===== src/rtl/mem_access_queue.sv =====
// In-order load/store queue that issues one operation at a time to a multi-cycle data RAM.
// Define MEMQ_TIMEOUT_EN to add the per-operation watchdog and its sticky timeout_err output.
module mem_access_queue #(
    parameter int DEPTH   = 4,
    parameter int TAG_W   = 4,
    parameter int TIMEOUT = 32
) (
    input  logic                       clk,
    input  logic                       nRST,
    input  logic                       in_valid,
    output logic                       in_ready,
    input  logic                       in_is_store,
    input  logic [TAG_W-1:0]           in_tag,
    input  logic [31:0]                in_addr,
    input  logic [31:0]                in_data,
    output logic [31:0]                mem_addr,
    output logic [31:0]                mem_wdata,
    output logic                       mem_nRD,
    output logic                       mem_nWR,
    input  logic [31:0]                mem_rdata,
    input  logic                       mem_readStatus,
    input  logic                       mem_writeStatus,
    output logic                       cdb_req,
    output logic [TAG_W-1:0]           cdb_tag,
    output logic [31:0]                cdb_data,
    input  logic                       cdb_grant,
    output logic                       st_done,
    output logic [TAG_W-1:0]           st_tag,
    output logic [$clog2(DEPTH+1)-1:0] count
`ifdef MEMQ_TIMEOUT_EN
    ,
    output logic                       timeout_err
`endif
);

    localparam int PW = $clog2(DEPTH);
    localparam int CW = $clog2(DEPTH+1);

    localparam logic [1:0] IDLE  = 2'd0;
    localparam logic [1:0] ISSUE = 2'd1;
    localparam logic [1:0] BCAST = 2'd2;

    logic             q_store [DEPTH];
    logic [TAG_W-1:0] q_tag   [DEPTH];
    logic [31:0]      q_addr  [DEPTH];
    logic [31:0]      q_data  [DEPTH];

    logic [1:0]       state_q,     state_d;
    logic [PW-1:0]    head_q,      head_d;
    logic [PW-1:0]    tail_q,      tail_d;
    logic [CW-1:0]    count_q,     count_d;
    logic [31:0]      mem_addr_q,  mem_addr_d;
    logic [31:0]      mem_wdata_q, mem_wdata_d;
    logic             mem_nrd_q,   mem_nrd_d;
    logic             mem_nwr_q,   mem_nwr_d;
    logic             cdb_req_q,   cdb_req_d;
    logic [TAG_W-1:0] cdb_tag_q,   cdb_tag_d;
    logic [31:0]      cdb_data_q,  cdb_data_d;
    logic             st_done_q,   st_done_d;
    logic [TAG_W-1:0] st_tag_q,    st_tag_d;
    logic             push, pop;

`ifdef MEMQ_TIMEOUT_EN
    localparam int TW = $clog2(TIMEOUT+1);
    logic [TW-1:0]    timer_q,     timer_d;
    logic             tmo_err_q,   tmo_err_d;
`endif

    assign in_ready = (count_q < CW'(DEPTH));
    assign push     = in_valid && in_ready;

    always_comb begin
        state_d     = state_q;
        mem_addr_d  = mem_addr_q;
        mem_wdata_d = mem_wdata_q;
        mem_nrd_d   = mem_nrd_q;
        mem_nwr_d   = mem_nwr_q;
        cdb_req_d   = cdb_req_q;
        cdb_tag_d   = cdb_tag_q;
        cdb_data_d  = cdb_data_q;
        st_done_d   = 1'b0;
        st_tag_d    = st_tag_q;
        pop         = 1'b0;
`ifdef MEMQ_TIMEOUT_EN
        timer_d     = timer_q;
        tmo_err_d   = tmo_err_q;
`endif
        case (state_q)
            IDLE: begin
                if (count_q != '0) begin
                    mem_addr_d  = q_addr[head_q];
                    mem_wdata_d = q_data[head_q];
                    if (q_store[head_q]) mem_nwr_d = 1'b0;
                    else                 mem_nrd_d = 1'b0;
                    state_d = ISSUE;
`ifdef MEMQ_TIMEOUT_EN
                    timer_d = '0;
`endif
                end
            end
            ISSUE: begin
                // Only the status matching the head's operation type is honoured.
                if (!q_store[head_q] && mem_readStatus) begin
                    cdb_data_d = mem_rdata;
                    cdb_tag_d  = q_tag[head_q];
                    cdb_req_d  = 1'b1;
                    mem_nrd_d  = 1'b1;
                    state_d    = BCAST;
                end else if (q_store[head_q] && mem_writeStatus) begin
                    mem_nwr_d = 1'b1;
                    st_done_d = 1'b1;
                    st_tag_d  = q_tag[head_q];
                    pop       = 1'b1;
                    state_d   = IDLE;
                end
`ifdef MEMQ_TIMEOUT_EN
                else if (timer_q == TW'(TIMEOUT-1)) begin
                    mem_nrd_d = 1'b1;
                    mem_nwr_d = 1'b1;
                    tmo_err_d = 1'b1;
                    pop       = 1'b1;
                    state_d   = IDLE;
                end else begin
                    timer_d = timer_q + 1'b1;
                end
`endif
            end
            BCAST: begin
                if (cdb_grant) begin
                    cdb_req_d = 1'b0;
                    pop       = 1'b1;
                    state_d   = IDLE;
                end
            end
            default: state_d = IDLE;
        endcase

        head_d  = pop  ? head_q + 1'b1 : head_q;
        tail_d  = push ? tail_q + 1'b1 : tail_q;
        count_d = count_q + CW'(push) - CW'(pop);
    end

    always_ff @(posedge clk or negedge nRST) begin
        if (!nRST) begin
            state_q     <= IDLE;
            head_q      <= '0;
            tail_q      <= '0;
            count_q     <= '0;
            mem_addr_q  <= '0;
            mem_wdata_q <= '0;
            mem_nrd_q   <= 1'b1;
            mem_nwr_q   <= 1'b1;
            cdb_req_q   <= 1'b0;
            cdb_tag_q   <= '0;
            cdb_data_q  <= '0;
            st_done_q   <= 1'b0;
            st_tag_q    <= '0;
`ifdef MEMQ_TIMEOUT_EN
            timer_q     <= '0;
            tmo_err_q   <= 1'b0;
`endif
        end else begin
            state_q     <= state_d;
            head_q      <= head_d;
            tail_q      <= tail_d;
            count_q     <= count_d;
            mem_addr_q  <= mem_addr_d;
            mem_wdata_q <= mem_wdata_d;
            mem_nrd_q   <= mem_nrd_d;
            mem_nwr_q   <= mem_nwr_d;
            cdb_req_q   <= cdb_req_d;
            cdb_tag_q   <= cdb_tag_d;
            cdb_data_q  <= cdb_data_d;
            st_done_q   <= st_done_d;
            st_tag_q    <= st_tag_d;
`ifdef MEMQ_TIMEOUT_EN
            timer_q     <= timer_d;
            tmo_err_q   <= tmo_err_d;
`endif
        end
    end

    // Payload storage needs no reset; occupancy is tracked by count_q.
    always_ff @(posedge clk) begin
        if (push) begin
            q_store[tail_q] <= in_is_store;
            q_tag[tail_q]   <= in_tag;
            q_addr[tail_q]  <= in_addr;
            q_data[tail_q]  <= in_data;
        end
    end

    assign mem_addr  = mem_addr_q;
    assign mem_wdata = mem_wdata_q;
    assign mem_nRD   = mem_nrd_q;
    assign mem_nWR   = mem_nwr_q;
    assign cdb_req   = cdb_req_q;
    assign cdb_tag   = cdb_tag_q;
    assign cdb_data  = cdb_data_q;
    assign st_done   = st_done_q;
    assign st_tag    = st_tag_q;
    assign count     = count_q;
`ifdef MEMQ_TIMEOUT_EN
    assign timeout_err = tmo_err_q;
`endif

endmodule


===== config.mk =====
export PLATFORM = sky130hd
export DESIGN_NAME = mem_access_queue
export DESIGN_NICKNAME = d
export VERILOG_FILES = /design/src/rtl/mem_access_queue.sv
export SDC_FILE = /design/constraint.sdc
export NUM_CORES = 1
export LEC_CHECK = 0
export ABC_AREA = 1
export CAP_MARGIN = 20
export CORE_UTILIZATION = 35
export CTS_BUF_LIST = sky130_fd_sc_hd__clkbuf_8
export CTS_CLUSTER_SIZE = 20
export DETAILED_ROUTE_END_ITERATION = 7
export GPL_TIMING_DRIVEN = 1
export SETUP_SLACK_MARGIN = 0.5
export SYNTH_ARGS = -nofsm -noshare
export SYNTH_HDL_FRONTEND = slang
export SYNTH_SLANG_ARGS = --single-unit

===== constraint.sdc =====
create_clock -name clk -period 3.65 [get_ports clk]
set_input_delay 0.9125 -clock clk [delete_from_list [all_inputs] [get_ports clk]]
set_output_delay 0.9125 -clock clk [all_outputs]
set_load 0.05 [all_outputs]

# Word level (Yosys, flattened, before mapping)
# Memories as Yosys holds them, arrays and structs flattened. A register that Yosys moved wholly into a read port is not among the register bits.
# Index checks and enable logic that the tools add are counted.
# totals
regBits	53
latchBits	0
ram_bits	276
mem_bits_ro	0
input_bits	107
out_inout_bits	112
word_cells	71
mem_count	4
# memory_table
memory	depth	width	read_ports	rd_ports_with_merged_regs	wr	line	rtl
q_addr	4	32	1	1	1	45	logic [31:0] q_addr [DEPTH];
q_data	4	32	1	1	1	46	logic [31:0] q_data [DEPTH];
q_tag	4	4	1	0	1	44	logic [TAG_W-1:0] q_tag [DEPTH];
q_store	4	1	1	0	1	43	logic q_store [DEPTH];
# classes
add_sub_neg	4
multipliers	0
div	0
magnitude_cmp	1
eq_ne	10
shifts	0
mux	23
bitwise_logic	1
n_reduce_logical	17
# ops
cell	count
two-way mux 1 bit	14
inequality test 2 bit, second input constant	7
AND reduction 3 bit	3
two-way mux 2 bit	4
case mux 1 bit (2 select lines)	4
case mux 2 bit (3 select lines)	1
AND reduction 5 bit	1
adder 2 x 1 -> 2 bit, second input constant	2
AND reduction 2 bit	2
AND reduction 4 bit	1
nonzero test 2 bit	2
adder 3 x 1 -> 3 bit	1
logical AND 1 bit	3
zero test 1 bit	3
less-than comparator 3 bit, second input constant	1
inequality test 3 bit, second input constant	1
nonzero test 3 bit	1
subtractor 3 x 1 -> 3 bit	1
equality test 2 x 1 -> 1 bit, second input constant	1
equality test 2 bit, second input constant	1
zero test 2 bit	1
NOT 1 bit	1

# Depth between registers and ports, before layout
# Gate-level depths: netlist (run 1).
# An unclocked memory read counts as a cell.
# depth
depth_word	6
mapped_depth	15
mapped_depth_nobuf	14

# Least setup slack after synthesis (run 1)
# No wires, ideal clock.
# synth_path
kind	register to register
startpoint	reg count_q[2], in the netlist count[2]
endpoint	mem q_addr[0][0] (enable)
setup_ns	0.497
t_arrival_ns	4.247
required_time_ns	3.153
path_slack_ns	-1.094
path_stages_with_launch	4
n_path_buf	0
period_less_slack_ns	4.744
path_cell_list	dfrtp_1 > inv_1 > nand2_1 > nor2_1
# synth_between
elab_chain_cells	4
# synth_lines
item	line	rtl
start, declared	51	logic [CW-1:0] count_q, count_d;
start signal, assigned	166	count_q <= count_d;
less-than comparator 3 bit	69	assign in_ready = (count_q < CW'(DEPTH));
named net in_ready	11	output logic in_ready,
logical AND 1 bit	70	assign push = in_valid && in_ready;
two-way mux 1 bit	185	if (push) begin
two-way mux 1 bit (implied by the code)	188	q_addr[tail_q] <= in_addr;
end, declared	45	
# The timed path passes the listed nets, and every way through them passes these cells.

# Worst setup path after layout (run 1)
# layout_path
startpoint	reg count_q[2], in the netlist count[2]
endpoint	out in_ready
# layout_between
elab_chain_cells	1
# layout_lines
item	line
less-than comparator 3 bit	69
end, declared	11
# Every way passes these cells.

==> metrics.md, run 1 <==
| Metric | Value |
|---|---|
| Status | `complete, no violations` |
| Commonest non-fill, non-tap cell in the layout | `nor2_1` |
| Final setup fails | `0` |
| Clk sinks | `393` |
| EDFF count, synth | `about 280` |
| Worst min-delay path class | `in2async` |
| Most frequent cells in the layout | `nor2_1 (331), edfxtp_1 (276), clkdlybuf4s50_1 (217), o21ai_0 (153), dfrtp_1 (113)` |
| Post-CTS setup buffer count | `0` |
| Maximum vdd drop | `0.4890 mV` |
| Syn_nets | `approximately 1300` |
| Final antenna-violating net count | `0` |
| Post-CTS Hold Buffers | `0` |
| Area growth syn-to-layout | `27.52%` |
| Final WL | `approximately 35 mm` |
| Pwr dens | `just over 900 nW/um^2` |
| Core area | `~42000 um^2` |
| Largest family of logic cells by synthesized area | `simple AND/OR/NAND/NOR gates` |
| Synth Register Bits | `just under 400` |
| DIE AREA | `around 44000 um^2` |
| Row count | `75` |
| CTS resizes | `0` |
| Syn avg cell area | `12.42 um^2` |
| Slew Limit Fails | `0` |
| Worst setup EP type | `output pin` |
| Die width | `between 200 and 250 um` |
| Part of the cycle the worst path needs | `0.7822` |
| CP Max Fanout | `5` |
| Synth Area in Adders | `0.008860` |
| Delay-heaviest family, CP | `buffers and inverters` |
| Setup TNS | `0 ns` |
| Max Clock Freq | `350.3 MHz` |
| Initial antenna violation count | `2` |
| Slew headroom | `0.3476` |
| Min Tclk post-route | `2.855 ns` |
| Mapped Cells | `approximately 1200` |
| Total grt overflow | `0` |
| Worst-Margin Slew | `about 1 ns` |
| Vias after detailed routing | `approximately 9800` |
| WP data arrival | `1.94 ns` |
| Crit-path slowest cell | `clkdlybuf4s50_1` |
| Fillers | `around 3900` |
| Initial core utilization | `0.3561` |
| GR Util All Layers | `0.1653` |
| H-Tree Depth | `3` |
| Max Clock Skew | `~0.025 ns` |
| Max-Cap Viols | `0` |
| Post-route cell area | `between 15000 and 20000 um^2` |
| Final hold vios | `0` |
| DR pass1 iterations | `5` |
| Crit start category | `register` |
| Xor/xnor cell area share of the yosys netlist | `0.002340` |
| Setup CP Type | `reg2out` |
| WL/cell | `between 15 and 20 um` |
| Post-route DRC | `0` |
| Post-Synth Simple-Gate Area | `0.1212` |
| Worst-Skew Late Latency | `0.60 ns` |
| Area after DPL | `about 18000 um^2` |
| Root Buffer | `clkbuf_8` |
| Yosys cell types | `30` |
| CTS max path bufs | `3` |
| Vias in the first global route | `9982` |
| Cell leakage power | `7.084 nW` |
| Crit path cell chain | `inv_1 -> clkdlybuf4s50_1` |
| CTS tree | `built` |
| Worst EP required | `approximately 2.7 ns` |
| RSZ-0062 raised after global routing | `false` |
| Gpl congestion | `between 0.7 and 0.8` |
| Syn. warnings | `0` |
| CP peak stage delay | `0.85 ns` |
| Sequential share of the synthesized area | `0.7494` |
| Mapped Area | `roughly 15000 um^2` |
| Crit path buffers/inverters | `2` |
| Layout cells sized above 1 | `0.09425` |
| First-pass GRT wire length | `56.02 mm` |
| Final nets | `1559` |
| # IOs | `219` |
| Mux cell area share after synthesis | `0` |
| Post-synth ARST share | `0.2977` |
| Largest net degree at the start of global routing | `77` |
| Via density | `4.811` |
| TritonCTS Buffers | `between 60 and 70` |
| Die Y | `208.8 um` |
| Ys flop type | `edfxtp_1` |
| Compound-Gate Fraction of Synth Area | `0.08793` |
| Post-DP HPWL | `19.95 mm` |
| IO Port Bufs | `around 220` |
| CTS clk-pin slew, worst paths | `0.06 ns` |
| Initial DRC count | `roughly 680` |
[final cells by class]
class                      instances  area (um^2)  share of cell area
inverter                          22        88.84            0.004654
antenna                            1        2.502           0.0001311
tap                              539        674.4             0.03533
sequential                       393        11230              0.5881
multi-input combinational        719         3328              0.1743
clock buffer                      81         1115             0.05840
clock inverter                    43        271.5             0.01422
timing repair buffer             238         2384              0.1249
[power breakdown]
group	switching [W]	internal (W)
registers	0.000475	0.00592
logic	0.00494	0.00213
clock network	0.00178	0.00224
total	0.00720	0.0103
[through the flow]
stage	power (W)	instances	setup WS (ns)	hold WS (ns)	utilization
3_5_place_dp	0.01366	1911	0.5609	0.4644	0.4210
6_report	0.01748	2036	0.7949	0.3075	0.4541
3_3_place_gp	0.01356	1911	0.5666	0.4604	0.4210
2_1_floorplan	0.01128	1205	0.01673	0.4667	-
4_1_cts	0.01775	2035	0.7238	0.2876	0.4540
5_1_grt	0.01857	2035	0.6668	0.3087	0.4540
[kinds of logic (layout without fill, tap and decap cells)]
family | Yosys count | after routing
AO/OA/AOI/OAI | 244 | 244
other | 0 | 1
XOR/XNOR | 4 | 4
adder cells (fa/ha/maj) | 10 | 10
flip-flops | 393 | 393
AND/OR/NAND/NOR | 461 | 461
buffers and inverters | 93 | 384
[registers in the layout (all words and copies together) (netlist names), 4 cells and up]
register   count
st_tag         4
q_addr       128
mem_addr      32
cdb_tag        4
q_tag         16
q_store        4
mem_wdata     32
q_data       128
cdb_data      32
[Yosys cell counts (all sizes together) (2+ instances only)]
cell type,number,area (um^2)
dfrtp,115,2878
inv,22,82.58
nand3,11,80.07
edfxtp,276,8288
a21oi,2,10.01
a31oi,64,400.4
clkbuf,25,93.84
nor2,336,1277
buf,46,276.5
nand2,110,432.9
xor2,3,26.28
o21ai,173,873.3
dfstp,2,52.55
nand4,2,12.51
o22ai,4,25.02
ha,9,112.6
[layer usage]
metal / share of wire / track usage / vias up / routed length [um]
met5: 0.00037 / 0 / - / 13
met4: 0.021 / 0.05375 / 2 / 727
met3: 0.059 / 0.04494 / 53 / 2087
met2: 0.47 / 0.2707 / 249 / 16600
met1: 0.45 / 0.2125 / 4805 / 16030
li1: - / - / 4687 / -
[worst paths after layout]
path,start,endpoint,slack (ns),cells past startpoint
max in group asynchronous,nRST,mem_nWR,2.48,2
worst min register to register,cdb_data[9],cdb_data[9],0.48,2
worst max register to register,state_q[1],count[2],1.23,13
min in group clk,cdb_data[9],cdb_data[9],0.48,2
worst min-delay path,nRST,cdb_data[11],0.31,1
worst max-delay path,count[2],in_ready,0.79,2
No activity file was read; power rests on OpenSTA's default activity.
==> run 2, diff against run 1 <==
==> constraint.sdc (replaced) <==
create_clock -name clk -period 2.55 [get_ports clk]
set_input_delay 0.6375 -clock clk [delete_from_list [all_inputs] [get_ports clk]]
set_output_delay 0.6375 -clock clk [all_outputs]
set_load 0.05 [all_outputs]
==> run 2 against run 1 <==
Clock skew up 0.0037 ns. Worst setup slack worse by 0.45 ns. Cell count grew 1.4%. Flip-flop and latch count did not move. Die area did not move. Register-to-register slack got worse by 0.89 ns. Sequential share of layout area shrank 0.91 points. Combinational power is 44% higher. Clock power is 35% higher. Critical endpoint is now count[2]. Largest cell class unchanged.
==> metrics.md, run 2 (synthesis results as in run 1) <==
| Metric | Value |
|---|---|
| Slew headroom | `0.5083` |
| Worst-Margin Slew | `around 0.74 ns` |
| Largest registers | `q_addr (128), q_data (128)` |
| Max Clock Skew | `0.02889 ns` |
| Cell mode on critical path | `inv_2` |
| Worst setup EP type | `register` |
| Wire length on met2 | `17.27 mm` |
| Worst EP required | `approximately 3.0 ns` |
| Final setup fails | `0` |
| Seq pwr share | `0.370` |
| Post-DP HPWL | `approximately 21 mm` |
| Final nets | `around 1600` |
| Final hold vios | `0` |
| Initial DRC count | `between 600 and 700` |
| Crit start category | `register` |
| DP Worst Slack | `-0.1813 ns` |
| Most frequent cells in the layout | `nor2_1 (331), edfxtp_1 (276), o21ai_0 (153), dfrtp_1 (111), clkdlybuf4s50_1 (105)` |
| Row count | `75` |
| CP peak stage delay | `around 0.52 ns` |
| Max-Cap Viols | `0` |
| Status | `complete, no violations` |
| Area growth syn-to-layout | `29.55%` |
| Crit path buffers/inverters | `4` |
| Vias after detailed routing | `roughly 10000` |
| Top routing layer used | `met5` |
| Crit-path slowest cell | `dfrtp_4` |
| Crit path cell chain | `inv_6 -> nand2_4 -> nand3_4 -> nand4_1 -> nand2_2 -> nand2_2 -> inv_2 -> ha_4 -> inv_2 -> ha_4 -> inv_2 -> fa_2 -> xnor2_2 -> xor2_1` |
| First-pass GRT wire length | `between 50 and 60 mm` |
| Die width | `~210 um` |
| Core area | `roughly 42000 um^2` |
| GR Util All Layers | `0.1659` |
| Setup CP Type | `reg2reg` |
| WL/cell | `around 17 um` |
| Final antenna-violating net count | `0` |
| Largest net degree at the start of global routing | `between 100 and 150` |
| Max Clock Freq | `between 400 and 500 MHz` |
| Worst Slack Setup Final | `approximately 0.34 ns` |
| Min Tclk post-route | `~2.2 ns` |
| Slew Limit Fails | `0` |
| Die Y | `208.8 um` |
| Commonest non-fill, non-tap cell in the layout | `nor2_1` |
| DR pass1 iterations | `5` |
| IO Port Bufs | `between 200 and 250` |
| Post-route DRC | `0` |
| Final WL | `around 36 mm` |
| Maximum vdd drop | `~0.84 mV` |
| Worst min-delay path class | `reg2reg` |
| Worst-Skew Late Latency | `roughly 0.6 ns` |
| Initial antenna violation count | `3` |
| H-Tree Depth | `3` |
| Setup TNS | `0 ns` |
| Gpl congestion | `about 0.76` |
| RSZ-0062 raised after global routing | `true` |
| Met1 wire length | `between 15 and 20 mm` |
| CTS tree | `built` |
| Hold Slack | `0.4717 ns` |
| Sw Ratio | `0.4209` |
| Initial core utilization | `0.3561` |
| Delay-heaviest family, CP | `adder cells` |
| Pint | `around 0.014 W` |
| Final Core Density | `0.4613` |
| CTS max path bufs | `3` |
| Clk sinks | `393` |
| Share of total power in combinational logic | `0.412` |
| # IOs | `219` |
| Vias in the first global route | `10109` |
| Total grt overflow | `0` |
| Clock network power share | `0.219` |
| Root Buffer | `clkbuf_8` |
| Layout cells sized above 1 | `0.1929` |
| Fillers | `about 3800` |
| Psw | `~0.010 W` |
| TritonCTS Buffers | `~70` |
| DIE AREA | `around 44000 um^2` |
| Metal3 WL | `2.342 mm` |
| WP data arrival | `roughly 2.7 ns` |
| CTS clk-pin slew, worst paths | `approximately 0.060 ns` |
| Via density | `approximately 4.8` |
| Pwr dens | `1279 nW/um^2` |
| Cell leakage power | `~7.3 nW` |
| CP Max Fanout | `5` |
| Part of the cycle the worst path needs | `0.8660` |
-- run 2: changes by cell type in the layout (fill, tap and decap cells not counted), sizes merged, moves of 2 or more --
cell | previous run | this run
clkdlybuf4s15 | 0 | 70
inv | 43 | 49
buf | 21 | 88
clkdlybuf4s50 | 217 | 105
bufinv | 3 | 1
clkbuf | 81 | 78
-- run 2: metal layers --
metal	GRT usage	up-vias
met5	0	-
met4	0.05248	4
met3	0.04388	61
met2	0.2725	298
met1	0.2140	4886
li1	-	4756
-- run 2: stage by stage --
stage	std cells	power [W]	area, um^2
floorplan	1205	0.01623	15060
global placement	1920	0.01965	17930
detailed placement	1920	0.01981	17930
CTS	2059	0.02509	19320
global route	2063	0.02629	19390
finish	2064	0.02480	19390
-- run 2: repair_timing --
item / in CTS / in global routing
setup endpoints to repair: 119 / 24
hold buffers: 1 / 0
hold endpoints to repair: 39 / 0
setup buffers: 14 / 3
gates resized for setup: 420 / 37
pin swaps: 5 / 6
-- run 2: worst paths after layout --
kind,from,slack [ns],end,cells after the start
max,head_q[0],0.34,count[2],14
max reg2reg,head_q[0],0.34,count[2],14
min in group asynchronous,nRST,0.55,cdb_data[10],2
max in group asynchronous,nRST,1.32,tail_q[1],3
min reg2reg,mem_nRD,0.47,mem_nRD,2
min,mem_nRD,0.47,mem_nRD,2
-- run 2: worst min-delay path, stage by stage, from the launching register on --
cell     delay [ns]
dfstp_2        0.37
inv_1          0.04
a22oi_1        0.06
-- run 2: layout make-up --
cell class / count / area, um^2 / area share
Sequential cell: 393 / 11230 / 0.5790
Multi-Input combinational cell: 719 / 3420 / 0.1763
Timing Repair Buffer: 266 / 2650 / 0.1367
Clock buffer: 77 / 1060 / 0.05465
Tap cell: 539 / 674.4 / 0.03478
Clock inverter: 47 / 256.5 / 0.01323
Inverter: 22 / 101.3 / 0.005226
Antenna cell: 1 / 2.502 / 0.0001290
-- run 2: power by group through the flow --
stage	Clock [W]	Sequential (W)	Combinational, W
final	0.00543	0.00917	0.0102
after global routing	0.00586	0.00933	0.0111
after CTS	0.00562	0.00919	0.0103
after detailed placement	0	0.00930	0.0105
after global placement	0	0.00926	0.0104
after floorplan	0	0.0121	0.00415
